--- src/rtl/fetch.sv ---
// Instruction fetch stage: PC generation, credit-limited imem requests, in-order
// instruction queue towards decode. Optional macro: FETCH_MISALIGN_CHECK_EN.
module fetch #(
    parameter logic [31:0] RESET_PC = 32'h0000_0000,
    parameter int unsigned DEPTH    = 4
) (
    input  logic        clk,
    input  logic        rst,
    output logic        imem_req_valid,
    input  logic        imem_req_ready,
    output logic [31:0] imem_addr,
    input  logic        imem_rsp_valid,
    input  logic [31:0] imem_rsp_data,
    output logic        inst_valid,
    input  logic        inst_ready,
    output logic [31:0] inst_encoding,
    output logic [31:0] inst_pc,
    input  logic        redirect_valid,
    input  logic [31:0] redirect_pc
`ifdef FETCH_MISALIGN_CHECK_EN
    ,
    output logic        fetch_fault
`endif
);

    localparam int unsigned AW = $clog2(DEPTH);
    localparam int unsigned CW = AW + 1;
    localparam logic [CW:0] DEPTH_W = (CW+1)'(DEPTH);

    logic [31:0]   pc_q, pc_d;
    logic [31:0]   rsp_pc_q, rsp_pc_d;
    logic [AW-1:0] head_q, head_d, tail_q, tail_d;
    logic [CW-1:0] count_q, count_d;
    logic [CW-1:0] outst_q, outst_d;
    logic [CW-1:0] drop_q, drop_d;
    logic [31:0]   mem_word_q [DEPTH];
    logic [31:0]   mem_pc_q   [DEPTH];

    logic          halt;
    logic          req_fire, rsp_fire, push, pop;
    logic [CW:0]   credit_used;

`ifdef FETCH_MISALIGN_CHECK_EN
    logic fault_q, fault_d;
    assign halt        = fault_q;
    assign fetch_fault = fault_q;
`else
    assign halt = 1'b0;
`endif

    assign credit_used    = {1'b0, count_q} + {1'b0, outst_q};
    assign imem_req_valid = !rst && !halt && (credit_used < DEPTH_W);
    assign imem_addr      = pc_q;
    assign inst_valid     = (count_q != '0);
    assign inst_encoding  = inst_valid ? mem_word_q[head_q] : 32'h0;
    assign inst_pc        = inst_valid ? mem_pc_q[head_q]   : 32'h0;

    // NOTE: every signal gets a default before any branch, so no latch can be inferred.
    always_comb begin
        pc_d     = pc_q;
        rsp_pc_d = rsp_pc_q;
        head_d   = head_q;
        tail_d   = tail_q;
        count_d  = count_q;
        drop_d   = drop_q;
        push     = 1'b0;
`ifdef FETCH_MISALIGN_CHECK_EN
        fault_d  = fault_q;
`endif
        req_fire = imem_req_valid && imem_req_ready;
        rsp_fire = imem_rsp_valid && (outst_q != '0);
        pop      = inst_valid && inst_ready;
        outst_d  = outst_q + CW'(req_fire) - CW'(rsp_fire);

        if (redirect_valid) begin
            // Everything still in flight after this edge belongs to the old stream.
            pc_d     = redirect_pc & ~32'h3;
            rsp_pc_d = redirect_pc & ~32'h3;
            head_d   = '0;
            tail_d   = '0;
            count_d  = '0;
            drop_d   = outst_d;
`ifdef FETCH_MISALIGN_CHECK_EN
            if (redirect_pc[1:0] != 2'b00) fault_d = 1'b1;
`endif
        end else begin
            if (req_fire) pc_d = pc_q + 32'd4;
            if (rsp_fire) begin
                if (drop_q != '0) drop_d = drop_q - CW'(1);
                else              push   = 1'b1;
            end
            if (push) begin
                tail_d   = tail_q + AW'(1);
                rsp_pc_d = rsp_pc_q + 32'd4;
            end
            if (pop) head_d = head_q + AW'(1);
            count_d = count_q + CW'(push) - CW'(pop);
        end
    end

    // NOTE: sequential state uses non-blocking assignments only, so every flop samples pre-edge values.
    always_ff @(posedge clk) begin
        if (rst) begin
            pc_q     <= RESET_PC;
            rsp_pc_q <= RESET_PC;
            head_q   <= '0;
            tail_q   <= '0;
            count_q  <= '0;
            outst_q  <= '0;
            drop_q   <= '0;
`ifdef FETCH_MISALIGN_CHECK_EN
            fault_q  <= 1'b0;
`endif
        end else begin
            pc_q     <= pc_d;
            rsp_pc_q <= rsp_pc_d;
            head_q   <= head_d;
            tail_q   <= tail_d;
            count_q  <= count_d;
            outst_q  <= outst_d;
            drop_q   <= drop_d;
`ifdef FETCH_MISALIGN_CHECK_EN
            fault_q  <= fault_d;
`endif
        end
    end

    // NOTE: queue storage is not reset; count gates the outputs, so stale entries are never seen.
    always_ff @(posedge clk) begin
        if (push) begin
            mem_word_q[tail_q] <= imem_rsp_data;
            mem_pc_q[tail_q]   <= rsp_pc_q;
        end
    end

endmodule

--- config.mk ---
export PLATFORM = sky130hd
export DESIGN_NAME = fetch
export DESIGN_NICKNAME = d
export VERILOG_FILES = /design/src/rtl/fetch.sv
export SDC_FILE = /design/constraint.sdc
export NUM_CORES = 1
export LEC_CHECK = 0
export CAP_MARGIN = 30
export CORE_MARGIN = 8
export CORE_UTILIZATION = 50
export DETAILED_ROUTE_END_ITERATION = 8
export PLACE_DENSITY = 0.87
export SYNTH_ARGS = -nofsm -noshare
export SYNTH_HDL_FRONTEND = slang
export SYNTH_SLANG_ARGS = --single-unit
export TNS_END_PERCENT = 30
--- constraint.sdc ---
create_clock -name clk -period 3 [get_ports clk]
set_input_delay 0.45 -clock clk [delete_from_list [all_inputs] [get_ports clk]]
set_output_delay 0.45 -clock clk [all_outputs]
set_load 0.05 [all_outputs]
==> results.ini <==
[layout]
num_antenna_cells = 0
mostFrequentLayoutCells = edfxtp_1, clkdlybuf4s50_1, buf_4
layout.area.seq_sq_um = 8950
fillCellCount = 2012
fin_util_pct = 61.5
layout_commonest_cell = edfxtp_1
syn_to_final_growth_pct = 22.4
multi_input_area_sq_um = 4510
drive_gt1_share_pct = 18.7
fin_nets = 1209

[pwr]
p_sw_share_pct = 29.3
p_leak_uw = 0.00570
internal_power_uw = 8250
pwr-share-seq_pct = 45.2
total_power_uw = 11700
ir_drop_mv = 0.356
switching_power_uw = 3420
clkPwrFrac_pct = 33.4
power_density_nw_per_um2 = 691
combPwrFrac_pct = 21.5

[floorplanning]
start_util_pct = 50.2
fp.dieH_microns = 182
ios = 168
core_area_sq_um = 27500
die_area_sq_um = 33200
row_count = 61
die_w_microns = 182

[drt]
wl_met1_microns = 13500
drc = 0
vias = 9065
wl_microns = 33000
wl_met3_microns = 2970
first_pass_iters = 5
wl_per_cell_microns = 22.2
vias_per_cell = 6.08
wl_met2_microns = 15800
ant_nets = 0
drtIter0Drc = 634
highest_layer = met5

[synthesis]
synth_edf_count = 248
synthFlopType = edfxtp_1
seq_area_frac_synth_pct = 64.8
synth_cells = 943
ys_seq_elements = 323
synth_warnings = 0
syn_area_sq_um = 13800
async_flop_share_pct = 0
synth.distinct_cells = 52
syn_avg_cell_area_sq_um = 14.6

[clock_network]
h-tree-depth = 2
cts_buffer_depth = 3
cts.sinks = 323
root_buffer = clkbuf_16
cts_inserted_buffers = 34
cts.clk_slew.worst_paths_ns = 0.07
clk_latency_ns = 0.51
cts-hold-fix-buffers = 0
cts_tree = built

[sta]
fin_ws_ns = 0.127
fin_skew_ns = 0.0234
max_freq_ghz = 0.348
period_share_pct = 95.8
finalSetupViolations = 0
finalCriticalPeriod_ns = 2.87
final.setup.tns_ns = 0
slew_headroom_pct = 39.3
rsz0062_at_grt = no
slew_violations = 0
tightest_slew_ns = 0.903
hold_viol_final = 0

[global_routing]
grt_pass1_vias = 9126
grt_start_max_net_pins = 50
antenna_found_initial = 1
grt_use_total_pct = 19.4
grt_pass1_wl_microns = 50800
grt_overflow = 0

[place]
place_ws_ns = -0.0895
dp.final_hpwl_microns = 21600
io_buffer_count = 161
place_congestion = 0.874

[run]
maxCapViolCount = 0

[setup_path]
path_cells = ha_1, or4_1, buf_4, nor2_1, buf_12
crit_path_start_kind = register
crit_path_end_kind = output port
slowest_stage = or4_1
crit_type = reg -> out
cpPeakStageDelay_ns = 0.59
crit_buf_inv = 2
path_max_fanout = 5
rrSetupSlack_ns = 0.24
cpLargestDelayFamily = simple AND/OR/NAND/NOR gates
cp_data_required_time_ns = 2.55
reg2reg_depth = 5
r2r_start = outst_q[2]
r2r_end = imem_addr[12]
crit_arrival_ns = 2.42

[min_path]
hp-class = reg -> reg
holdPathEnd = tail_q[1]
whs_path_depth = 2
hold_path.startpoint = tail_q[1]

[run_status]
status = completed

-- power groups by stage --
| stage | Sequential, uW | Clock [uW] | Combinational, uW |
|---|---|---|---|
| after floorplan | 5380 | 0 | 1580 |
| after CTS | 5270 | 3950 | 2520 |
| after global routing | 5300 | 4150 | 2660 |
| after global placement | 5340 | 0 | 2480 |
| final | 5270 | 3900 | 2500 |
| after detailed placement | 5360 | 0 | 2520 |
-- worst max-delay path by stage --
stage               depth (start not counted)            from                 to  slack [ns]
finish                                      5      outst_q[2]     imem_req_valid        0.13
global route                                4        register  inst_encoding[30]        0.02
CTS                                         3        register  inst_encoding[25]      0.0006
detailed placement                         10             rst          drop_q[2]       -0.09
global placement                           10             rst          drop_q[2]       -0.02
floorplan                                   5  redirect_valid    mem_pc_q[1][10]       -0.20
-- flip-flops by register name (all words and copies together), names as in the netlist, named ones only --
register,count
mem_word_q,128
rsp_pc_q,30
outst_q,3
count_q,3
head_q,2
tail_q,2
drop_q,3
mem_pc_q,120
imem_addr,30
-- timing repair --
| action | in CTS | in global routing |
|---|---|---|
| pin swaps | 0 | 0 |
| gates cloned | 0 | 0 |
| resized for setup | 9 | 2 |
| buffers inserted | 0 | 0 |
| setup endpoints to repair | 9 | 2 |
-- tightest hold or removal path, stage by stage, from the launching register on --
cell and delay (ns):
dfxtp_1 0.33, nand2_1 0.06, a21oi_1 0.06
-- synth_stat cells, drive strengths merged, types with 20 or more instances --
library cell | instances | area share (%)
and2 | 67 | 3.0
clkbuf | 39 | 1.1
dfxtp | 75 | 11
edfxtp | 248 | 54
inv | 37 | 1.0
mux4 | 62 | 10
nand2 | 32 | 0.87
nand3 | 20 | 0.73
nand4 | 28 | 1.3
nor2 | 31 | 0.84
nor3 | 21 | 0.76
nor4 | 23 | 1.0
or4 | 20 | 1.1
-- layer usage --
layer / track usage (%) / up-vias
met3: 4.85 / 63
met2: 31.7 / 472
met1: 25.5 / 4461
met5: 0 / -
met4: 5.54 / 2
li1: - / 4067
-- stage by stage --
| stage | hold WS (ns) | instance area [sq um] | cells |
|---|---|---|---|
| finish | 0.499 | 16900 | 1490 |
| global route | 0.522 | 16900 | 1490 |
| CTS | 0.499 | 16900 | 1490 |
| detailed placement | 0.490 | 15900 | 1433 |
| global placement | 0.483 | 15900 | 1433 |
| floorplan | 0.458 | 13800 | 946 |
-- kinds of logic (layout without fill, tap and decap cells) --
| kind of cell | Yosys count | count (layout) | share of synthesized area (%) |
|---|---|---|---|
| DFF | 323 | 323 | 64.8 |
| buffers and inverters | 94 | 292 | 2.70 |
| adders and majority gates | 16 | 16 | 1.56 |
| xor gates and xnor gates | 20 | 20 | 1.27 |
| other | 1 | 4 | 0.0272 |
| muxes | 64 | 64 | 10.3 |
| AOI/OAI and AO/OA | 127 | 127 | 6.83 |
| and+or+nand+nor | 298 | 298 | 12.5 |
-- area by class of cell --
type                    count  area share (%)
clock buffers              45            5.55
clock inverters            12           0.541
inverters                  37           0.822
multi-input cells         529            26.7
flip-flops and latches    323            53.0
well taps                 346            2.56
repair buffers            198            10.8
No activity file was read; power rests on OpenSTA's default activity.
